==> config.mk <==
export PLATFORM = sky130hd
export DESIGN_NAME = magnitude_compare_sequencer
export DESIGN_NICKNAME = d
export VERILOG_FILES = /design/src/rtl/magnitude_compare_sequencer.sv
export SDC_FILE = /design/constraint.sdc
export NUM_CORES = 1
export LEC_CHECK = 0
export BUFFER_PORTS_ARGS = -buffer_cell sky130_fd_sc_hd__buf_2
export CORE_AREA = 5 5 68 70
export DETAILED_ROUTE_END_ITERATION = 6
export DIE_AREA = 0 0 73 75
export PLACE_DENSITY = 0.76
export SYNTH_ARGS = -nofsm -noshare
export SYNTH_HDL_FRONTEND = slang
export SYNTH_SLANG_ARGS = --single-unit
==> constraint.sdc <==
create_clock -name Clk -period 3.2 [get_ports Clk]
set_input_delay 0.8 -clock Clk [delete_from_list [all_inputs] [get_ports Clk]]
set_output_delay 0.8 -clock Clk [all_outputs]
set_load 0.02 [all_outputs]
==> src/rtl/magnitude_compare_sequencer.sv <==
// Sequential N-bit magnitude comparator: WIDTH_IN bits per clock over SLICES slices, 74x85-style cascade.
// Define MAGNITUDE_COMPARE_EARLY_EXIT_EN for MSB-first processing that stops at the first unequal slice.
module magnitude_compare_sequencer #(
  parameter int WIDTH_IN   = 4,
  parameter int SLICES     = 4,
  parameter int DELAY_RISE = 0,
  parameter int DELAY_FALL = 0
) (
  input  logic                         Clk,
  input  logic                         Clear_bar,
  input  logic                         Start,
  input  logic [WIDTH_IN*SLICES-1:0]   A,
  input  logic [WIDTH_IN*SLICES-1:0]   B,
  input  logic                         ALess_in,
  input  logic                         Equal_in,
  input  logic                         AGreater_in,
  output logic                         Busy,
  output logic                         Done,
  output logic                         ALess_out,
  output logic                         Equal_out,
  output logic                         AGreater_out
);

  // state   | meaning
  // IDLE    | waiting for Start; the accepting edge already compares the first slice
  // COMPARE | walking the remaining slices of the latched operands

  localparam int N  = WIDTH_IN * SLICES;
  localparam int IW = (SLICES > 1) ? $clog2(SLICES) : 1;
  localparam logic [IW-1:0] LAST = IW'(SLICES - 1);

  // Outputs are plain registers; the delay parameters exist only for interface compatibility.
  localparam int unused_delay_sum = DELAY_RISE + DELAY_FALL;

  typedef enum logic {IDLE, COMPARE} state_t;

  state_t          state;
  logic [IW-1:0]   idx;
  logic [N-1:0]    a_r, b_r;
  logic [2:0]      casc_r;      // {L, E, G}

  logic [N-1:0]        op_a, op_b;
  logic [2:0]          cin, eq_rule, nxt;
  logic [IW-1:0]       sel;
  logic [WIDTH_IN-1:0] sa, sb;
  logic                last;

  always_comb begin
    op_a = a_r;
    op_b = b_r;
    cin  = casc_r;
    if (state == IDLE) begin
      op_a = A;
      op_b = B;
      cin  = {ALess_in, Equal_in, AGreater_in};
    end
`ifdef MAGNITUDE_COMPARE_EARLY_EXIT_EN
    sel = (state == IDLE) ? LAST : LAST - IW'(1) - idx;
`else
    sel = (state == IDLE) ? '0 : idx + IW'(1);
`endif
    sa = WIDTH_IN'(op_a >> (int'(sel) * WIDTH_IN));
    sb = WIDTH_IN'(op_b >> (int'(sel) * WIDTH_IN));
    eq_rule = {!cin[1] & !cin[0], cin[1], !cin[1] & !cin[2]};
    if (sa > sb)
      nxt = 3'b001;
    else if (sa < sb)
      nxt = 3'b100;
`ifdef MAGNITUDE_COMPARE_EARLY_EXIT_EN
    else
      nxt = eq_rule;
    last = (sa != sb) || (sel == '0);
`else
    // Abnormal cascade patterns are decoded once at the lowest slice; higher equal slices pass through.
    else if (state == IDLE)
      nxt = eq_rule;
    else
      nxt = cin;
    last = (sel == LAST);
`endif
  end

  always_ff @(posedge Clk) begin
    if (!Clear_bar) begin
      state        <= IDLE;
      idx          <= '0;
      a_r          <= '0;
      b_r          <= '0;
      casc_r       <= '0;
      Busy         <= 1'b0;
      Done         <= 1'b0;
      ALess_out    <= 1'b0;
      Equal_out    <= 1'b0;
      AGreater_out <= 1'b0;
    end else begin
      Done <= 1'b0;
      case (state)
        IDLE: begin
          if (Start) begin
            a_r <= A;
            b_r <= B;
            idx <= '0;
`ifdef MAGNITUDE_COMPARE_EARLY_EXIT_EN
            casc_r <= {ALess_in, Equal_in, AGreater_in};
`else
            casc_r <= nxt;
`endif
            if (last) begin
              {ALess_out, Equal_out, AGreater_out} <= nxt;
              Done <= 1'b1;
            end else begin
              Busy  <= 1'b1;
              state <= COMPARE;
            end
          end
        end
        COMPARE: begin
          if (last) begin
            {ALess_out, Equal_out, AGreater_out} <= nxt;
            Done  <= 1'b1;
            Busy  <= 1'b0;
            state <= IDLE;
          end else begin
            idx <= idx + IW'(1);
`ifndef MAGNITUDE_COMPARE_EARLY_EXIT_EN
            casc_r <= nxt;
`endif
          end
        end
        default: state <= IDLE;
      endcase
    end
  end

endmodule
# --- Word-level counts from Yosys, hierarchy flattened ---
# Cells that the tools add are included.
word_totals:
  input_bits: 38
  regBits: 43
classes:
  shifts: 2
  reduce_logical: 6
  muxes: 32
  eq_ne: 5
  add_sub_neg: 1
  n_bitwise: 3
  magnitude_cmp: 2
op_table:
  columns: ["op", "n"]
  rows:
  - ["$mux 16", 2]
  - ["$shr 16x4->4", 2]
  - ["$mux 3", 6]
  - ["$mux 1", 13]
  - ["$pmux 1 s2", 6]
  - ["$mux 2", 3]
  - ["$ne 2x2->1 const B", 3]
  - ["$pmux 3 s2", 1]
  - ["$gt 4x4->1", 1]
  - ["$lt 4x4->1", 1]
  - ["$pmux 2 s2", 1]
  - ["$reduce_and 2->1", 2]
  - ["$logic_not 1->1", 3]
  - ["$reduce_and 3->1", 1]
  - ["$add 2x1->2 const B", 1]
  - ["$and 1x1->1", 2]
  - ["$eq 2x2->1 const B", 1]
  - ["$ne 2x1->1 const B", 1]
  - ["$not 1->1", 1]

# --- Logic depth before layout (Yosys ltp) ---
# Gate-level depths: netlist of run 1.
depth:
  word_depth: 9
  depth_mapped: 8

# --- Worst setup path before layout of run 1 ---
# OpenSTA, ideal clock, no wires.
synth_path:
  kind: "register to register"
  start: "register idx[1]"
  end: "register casc_r[1]"
  setup_time_ns: 0.125
  required_time_ns: 3.075
  arrival_time_ns: 2.095
  synth_period_minus_slack_ns: 2.220
  slack_ns: 0.980
  path_stages_with_launch: 9
  path_cell_list: "dfxtp_1 -> clkbuf_1 -> mux4_1 -> mux2_2 -> ha_1 -> nor2b_1 -> o211a_1 -> o21ai_0 -> a21oi_1"
synth_via:
  elab_chain_len: 8
synth_rtl:
  columns: ["item", "line_no", "text"]
  rows:
  - ["from (decl)", "38", "logic [IW-1:0] idx;"]
  - ["from (signal assigned)", "124", "idx <= idx + IW'(1);"]
  - ["$add 2x1->2 (*)", "60", "sel = (state == IDLE) ? '0 : idx + IW'(1);"]
  - ["$mux 2 (*)", "60", null]
  - ["$shr 16x4->4 (on tied branches)", "62, 63", null]
  - ["$lt 4x4->1", "67", "else if (sa < sb)"]
  - ["$mux 3", "67", null]
  - ["$mux 3", "65", "if (sa > sb)"]
  - ["$mux 3 (on tied branches)", "118, 99", null]
  - ["$pmux 3 s2", "97", "case (state)"]
  - ["to (signal assigned)", "106", "casc_r <= nxt;"]
  - ["to (signal assigned)", "126", "casc_r <= nxt;"]
  - ["to (decl)", "40", "logic [2:0] casc_r;"]
# Mark *: on every way between the ends. The rest lies on a longest branch, timed or not. The select of a mux whose other input is x is not followed.
# A chain may end at the register's enable or synchronous reset.

# --- Final worst setup path of run 1 ---
layout_path:
  start: "register idx[1]"
  end: "register casc_r[2]"
# The elaborated chain is that of the path after synthesis.

==> metrics, run 1 <==
routed via count around 1,600; Detail Placement HPWL approximately 3000 um; outcome complete, no violations; H-tree depth 2; share of layout cells above drive strength 1 24.5%; CP startpoint idx[1]; ANT nets after route 0; area of the core 3910 um2; pre-CTS setup slack roughly 0.73 ns; Compound-Gate Fraction of Synth Area between 15 and 20%; pin count of the biggest net entering global routing 44; Final GP Congestion around 0.73; max-cap check violation count 0; CP cell instances mux4_1 -> mux2_2 -> ha_1 -> a21o_1 -> o22a_1 -> a21oi_1; max-slew violation count 0; Relative slew margins ~47%; crit path max-delay cell type dfxtp_1; crit path capture type flop; Hold Buf Count CTS 0; setup TNS 0 ns; vias in the first global route between 1,500 and 2,000; die width ~73 um; critical path arrival around 2.7 ns; Hold WS between 0.4 and 0.5 ns; Seq cells post-synth 43; crit path max fanout 12; cts bufs inserted 5; post-route setup slack approximately 0.7 ns; hold_sp b_r[5]; Yosys cell types 31; mean number of vias per cell 5.24; grt ovf 0; Avg Cell Area, Syn about 9.3 um2; CP Launch Type flop; most common cell after layout, fill and taps aside nand2_1; Hold Path Class flop to flop; sequential fraction of the synthesis area 42.6%; Fmax achieved ~400 MHz; minimum clock period approximately 2.5 ns; DR WL/cell 13.6 um; busiest grt layer met2; Die ar. 5480 um2; Synth Area in Simple Gates between 10% and 20%; most frequent cells in the layout nand2_1, dfxtp_1, buf_2; Resized Gates After CTS 0; Req. time, crit path between 3 and 4 ns; Initial Util 51.7%; RSZ-0062 raised after global routing false; delay-heaviest family, CP multiplexers; worst path buffer plus inverter count 0; CTS tree built; root buffer cell clkbuf_8; worst reg2reg path startpoint idx[1]; Leak a little over 0.001 uW; top-area cell type share of the netlist area 42.6%; n_diodes 0; critical path's largest stage delay 0.62 ns; Final Setup Violations 0; met1 GRT Util about 22%; main area contributors after synthesis dfxtp_1, nand2_1, a21boi_0; Post-Synth XOR/XNOR Area 0%; I/O pins 43; Yosys warning count 0; Adder-Cell Fraction of Synth Area 2.48%; Clock Latency Late Sink 0.30 ns; met3 GRT Util about 5.5%; largest family of logic cells by synthesized area compound AO/OA/AOI/OAI gates; Buffers on Ports 42; Post-Syn Instances roughly 220; antenna violations before repair 0; GR Util met2 around 25%; critical setup path kind flop to flop; final hold violations 0; first-pass GRT wire length around 7000 um; row count 23; post-synthesis mux area share between 10% and 20%; Overall Power approximately 1200 uW; DRT iter0 DRCs approximately 100; fin nets between 200 and 300; Final Routed Wirelength ~4000 um; DR pass1 iterations 4; Tcrit/Tclk final about 78%; Worst-Margin Slew about 0.80 ns; clk sinks 43; Clock Skews between 0.008 and 0.009 ns; Yosys top cell by area dfxtp_1; DR DRC count 0; IR drop worst, VDD between 200 and 300 uV; Clk pin slew, worst setup/hold paths 0.08 ns; Pwr Density 504 nW/um2; post-CTS setup buffer count 0; Post-Syn Nets 259; Layout area overhead 17.0%; CTS Buffer Depth 2; Netlist Area Pre-Place 2020 um2; Die H 75 um; global-route usage over all layers 16.6%
[state kept, by name, summed over array words and instances (netlist names)]
register and count:
state 1, AGreater_out 1, a_r 16, idx 2, Busy 1, Done 1
ALess_out 1, Equal_out 1, casc_r 3, b_r 16
[worst min-delay path: cells and delay by family, from the launching register on]
| family | cells | cell delay [ns] |
|---|---|---|
| AO/OA/AOI/OAI | 1 | 0.06 |
| AND/OR/NAND/NOR | 1 | 0.04 |
| flip-flops | 1 | 0.31 |
[metrics by stage]
step / instances / cell area (um2) / utilization (%)
2_1_floorplan: 217 / 2020 / -
3_3_place_gp: 295 / 2250 / 57.4
3_5_place_dp: 295 / 2250 / 57.4
4_1_cts: 303 / 2370 / 60.5
5_1_grt: 303 / 2370 / 60.5
6_report: 303 / 2370 / 60.5
[layout make-up]
class	count	area, um2
fillers	378	1550
multi-input cells	157	1080
flip-flops and latches	43	861
repair buffers	45	245
clock buffers	6	82.6
well taps	50	62.6
clock inverters	2	35.0
[report_power, final]
group	internal [uW]	leakage (uW)	switching, uW
registers	566	0.000353	24.1
clock network	253	0.0000612	187
logic	85.3	0.000592	78.0
[synth_stat cells]
cell      count
mux2i_1       5
o21ai_0       8
nand3b_1      1
o31ai_1       1
dfxtp_1      43
mux2_2        3
nand2b_1      2
nor2_2        1
buf_2        10
and2_1        2
nand2_1      65
nor3_1        1
a21o_1        1
mux2_4        1
nor2_1        2
ha_1          4
nor2b_1       3
mux4_1        7
a21boi_0     28
clkbuf_1      6
nand4_1       1
and3b_2       1
o22a_1        1
and2b_2       1
a21oi_1       8
o22ai_1       1
mux4_2        1
a21boi_1      6
o211a_1       1
buf_6         1
nor3b_1       1
[metal layers]
metal / routed length [um] / vias to the layer above
met5: 0 / -
met4: 64 / 0
met3: 259 / 7
met2: 1840 / 33
met1: 1940 / 731
li1: - / 816
[worst paths after layout]
| kind | end | slack [ns] | depth (start not counted) |
|---|---|---|---|
| worst max-delay path | casc_r[2] | 0.71 | 6 |
| worst max register to register | casc_r[2] | 0.71 | 6 |
| worst min register to register | b_r[5] | 0.46 | 2 |
| worst min-delay path | b_r[5] | 0.46 | 2 |
[cells by family after synthesis]
logic type / Yosys count
simple gates: 81
compound gates: 55
flops: 43
buf+inv: 17
mux: 17
fa+ha+maj: 4
Power figures use the tool's default switching activity.
==> run 2: changes to the inputs <==
==> constraint.sdc (replaced) <==
create_clock -name Clk -period 2.4 [get_ports Clk]
set_input_delay 0.6 -clock Clk [delete_from_list [all_inputs] [get_ports Clk]]
set_output_delay 0.6 -clock Clk [all_outputs]
set_load 0.02 [all_outputs]
==> metrics, run 2 (synthesis results as in run 1) <==
most frequent cells in the layout nand2_1, buf_2, dfxtp_1; clk sinks 43; IR drop worst, VDD between 400 and 500 uV; DR pass1 iterations 4; R2R Setup Slk 0.11 ns; CTS tree built; Worst-Margin Slew roughly 0.6 ns; CTS Buffer Depth 2; Clock Latency Late Sink slightly below 0.3 ns; routed via count roughly 1,600; mean number of vias per cell 5.28; largest registers a_r (16), b_r (16), casc_r (3); Detail Placement HPWL 3020 um; cts bufs inserted 5; Final Setup Violations 0; vias in the first global route between 1,500 and 2,000; grt ovf 0; Initial Util between 50% and 60%; max-slew violation count 0; Layout area overhead 18.0%; Clk pin slew, worst setup/hold paths 0.07 ns; Req. time, crit path between 2 and 3 ns; crit path capture type flop; DR DRC count 0; Fmax achieved between 400 and 500 MHz; Hold WS ~0.46 ns; Final Non-Filler Cells 309; I/O pins 43; RSZ-0062 raised after global routing false; hold_sp a_r[3]; pin count of the biggest net entering global routing 44; Final GP Congestion 0.835; CP Launch Type flop; global-route usage over all layers 16.6%; Tcrit/Tclk final between 90 and 100%; final hold violations 0; Final Routed Wirelength about 4200 um; worst reg2reg path depth 7; row count 23; worst reg2reg path startpoint idx[0]; crit path max fanout 3; minimum clock period about 2.3 ns; DR WL/cell about 14 um; DRT iter0 DRCs just under 100; first-pass GRT wire length roughly 7000 um; fin nets roughly 300; ANT nets after route 0; Hold Buf Count CTS 0; Die H between 70 and 80 um; critical setup path kind flop to flop; die width between 70 and 80 um; root buffer cell clkbuf_8; Die ar. 5480 um2; Pwr Density ~600 nW/um2; Placed Instances 301; Clock Skews roughly 0.0045 ns; n_diodes 0; area of the core between 3000 and 4000 um2; Relative slew margins 59.9%; setup TNS 0 ns; Worst Hold Path EP a_r[3]; most common cell after layout, fill and taps aside nand2_1; Buffers on Ports 42; worst r2r dst casc_r[2]; share of layout cells above drive strength 1 between 20 and 30%; outcome complete, no violations; Hold Path Cell Cnt 2; antenna violations before repair 0; Hold Path Class flop to flop; max-cap check violation count 0; Leak 0.00102 uW; critical path arrival approximately 2.5 ns; area after detailed placement between 2000 and 2500 um2; H-tree depth 2; post-route cell area ~2400 um2
==> run 2: worst max path at each step <==
stage | startpoint | endpoint | slack (ns) | cells after the start
2_1_floorplan | idx[1] | casc_r[1] | 0.18 | 8
3_3_place_gp | idx[0] | casc_r[1] | 0.15 | 8
3_5_place_dp | idx[0] | casc_r[1] | 0.06 | 8
4_1_cts | idx[0] | casc_r[1] | 0.05 | 8
5_1_grt | idx[0] | ALess_out | 0.003 | 7
6_report | idx[0] | casc_r[2] | 0.11 | 7
==> run 2: critical path: stages (launching register included) <==
cell	delay, ns
dfxtp_2	0.36
mux4_1	0.53
mux2_2	0.28
ha_1	0.30
nor2b_1	0.13
o211a_1	0.24
o22a_1	0.25
a21oi_1	0.14
==> run 2: metal layers <==
metal,wire length [um],GRT usage (%),vias up
met5,0,0,-
li1,-,-,833
met3,285,5.21,4
met4,38,5.74,0
met2,1930,26.2,38
met1,1990,21.5,757
==> run 2: final cells by class <==
type	count	area [um2]
Fill cell	359	1530
Tap cell	50	62.6
Sequential cell	43	863
Clock buffer	6	82.6
Clock inverter	1	5.00
Multi-Input combinational cell	157	1080
Timing Repair Buffer	52	289
==> run 2: what timing repair did <==
action,in CTS,in global routing
setup buffers,0,1
endpoints found under the setup margin,0,6
resized for setup,0,5
==> run 2: per-stage QoR <==
stage / power [uW] / worst slack (ns) / utilization (%)
after floorplan: 950 / 0.180 / -
after global placement: 1020 / 0.147 / 58.3
after detailed placement: 1030 / 0.0648 / 58.3
after CTS: 1480 / 0.0471 / 60.5
after global routing: 1560 / 0.00306 / 61.0
final: 1480 / 0.108 / 61.0
==> run 2: where the power goes <==
part	leakage, uW	total (uW)	internal (uW)	switching [uW]
clock network	0.0000470	458	226	232
logic	0.000624	237	121	116
registers	0.000354	780	756	24.6
total	0.00102	1480	1100	373
==> run 3: changes to the inputs <==
--- a/config.mk
+++ b/config.mk
@@ -6,10 +6,12 @@
 export NUM_CORES = 1
 export LEC_CHECK = 0
 export BUFFER_PORTS_ARGS = -buffer_cell sky130_fd_sc_hd__buf_2
+export CAP_MARGIN = 20
 export CORE_AREA = 5 5 68 70
 export DETAILED_ROUTE_END_ITERATION = 6
 export DIE_AREA = 0 0 73 75
-export PLACE_DENSITY = 0.76
+export PLACE_DENSITY = 0.86
+export REMOVE_ABC_BUFFERS = 1
 export SYNTH_ARGS = -nofsm -noshare
 export SYNTH_HDL_FRONTEND = slang
 export SYNTH_SLANG_ARGS = --single-unit
==> metrics, run 3 (synthesis results as in run 1) <==
outcome complete, no violations; delay-heaviest family, CP multiplexers; Initial Util between 50% and 60%; Fmax achieved about 430 MHz; minimum clock period ~2.3 ns; critical setup path kind flop to flop; Die ar. approximately 5500 um2; DRT iter0 DRCs 67; first-pass GRT wire length just under 7000 um; CTS tree built; Pwr Density 613 nW/um2; die width roughly 73 um; final hold violations 0; post-route setup slack roughly 0.09 ns; Fillers about 350; critical path arrival 2.53 ns; RSZ-0062 raised after global routing false; Clk pin slew, worst setup/hold paths roughly 0.08 ns; FF/Latch Area about 860 um2; Tcrit/Tclk final 96.3%; worst reg2reg path startpoint idx[0]; Die H ~75 um; vias in the first global route between 1,500 and 2,000; H-tree depth 2; global-route usage over all layers 16.2%; Comb pwr share approximately 16%; Detail Placement HPWL between 3000 and 4000 um; IR drop worst, VDD 403 uV; Layout Utilization between 60% and 70%; Multi-input gate area 1080 um2; CP Launch Type flop; area of the core approximately 4000 um2; Clock Latency Late Sink 0.29 ns; row count 23; Worst-Margin Slew 0.577 ns; crit path capture type flop; DR pass1 iterations 4; fin nets 300; critical path's largest stage delay 0.54 ns; Req. time, crit path between 2 and 3 ns; post-CTS setup buffer count 0; largest registers a_r (16), b_r (16), casc_r (3); crit path max-delay cell type mux4_1; grt ovf 0; crit path max fanout 3; max-slew violation count 0; CP startpoint idx[0]; Hold Buf Count CTS 0; most frequent cells in the layout nand2_1, dfxtp_1, buf_2; sequential share of power a little over half; mean number of vias per cell around 5.3; Int Pwr about 1100 uW; pre-CTS setup slack between 0.07 and 0.08 ns; Hold Path Class flop to flop; Final Routed Wirelength roughly 4200 um; pin count of the biggest net entering global routing between 40 and 50; root buffer cell clkbuf_8; n_diodes 0; Resized Gates After CTS 0; Leak between 0.001 and 0.0015 uW; worst path buffer plus inverter count 0; ANT nets after route 0; CTS Buffer Depth 2; most common cell after layout, fill and taps aside nand2_1; clk sinks 43; Final Setup Violations 0; antenna violations before repair 0; Final GP Congestion around 0.8; Buffers on Ports 42; Relative slew margins 61.5%; Layout area overhead 16.9%; CP cell instances mux4_1 -> mux2_2 -> ha_1 -> nor2b_1 -> o211a_1 -> o22a_1 -> a21oi_1; clock network power share 30.2%; Clock Skews ~0.0042 ns; max-cap check violation count 0; cts bufs inserted 5; share of layout cells above drive strength 1 ~26%; I/O pins 43; hold_sp a_r[1]; DR DRC count 0; DR WL/cell about 13 um; routed via count about 1,600; Switching Share 25.7%; sw power around 370 uW
[run 3: through the flow]
step / cell area [um2] / hold WS [ns] / setup TNS [ns] / power, uW / std cells
floorplan: 1940 / 0.430 / -0.217 / 933 / 200
global placement: 2280 / 0.436 / 0 / 1020 / 301
detailed placement: 2280 / 0.448 / 0 / 1030 / 301
CTS: 2360 / 0.458 / 0 / 1460 / 309
global route: 2360 / 0.483 / 0 / 1530 / 309
finish: 2360 / 0.453 / 0 / 1450 / 309
[run 3: final timing paths]
check,endpoint,slack [ns],cells past startpoint
max,ALess_out,0.09,7
min,a_r[1],0.45,2
max reg2reg,ALess_out,0.09,7
min reg2reg,a_r[1],0.45,2
[run 3: metal layers]
layer,global-route usage (%),vias up,routed length (um)
met5,0,-,0
met4,6.15,0,74
met2,27.3,51,2000
met3,4.27,10,296
met1,19.9,745,1780
li1,-,829,-
[run 3: cell type report]
class                   count  area share [%]
multi-input cells         157            45.7
flip-flops and latches     43            36.5
repair buffers             51            11.8
clock buffers               7            3.23
well taps                  50            2.65
clock inverters             1           0.212
[run 3: power groups by stage]
| stage | Clock (uW) | Combinational [uW] | Sequential (uW) |
|---|---|---|---|
| final | 438 | 235 | 777 |
| after global routing | 481 | 263 | 782 |
| after CTS | 449 | 236 | 777 |
| after detailed placement | 0 | 234 | 793 |
| after global placement | 0 | 226 | 792 |
| after floorplan | 0 | 135 | 798 |
[run 3: worst reg2reg max path: stages, from the launching register on]
cell and delay, ns:
dfxtp_2 0.35, mux4_1 0.54, mux2_2 0.28, ha_1 0.31
nor2b_1 0.13, o211a_1 0.24, o22a_1 0.24, a21oi_1 0.16
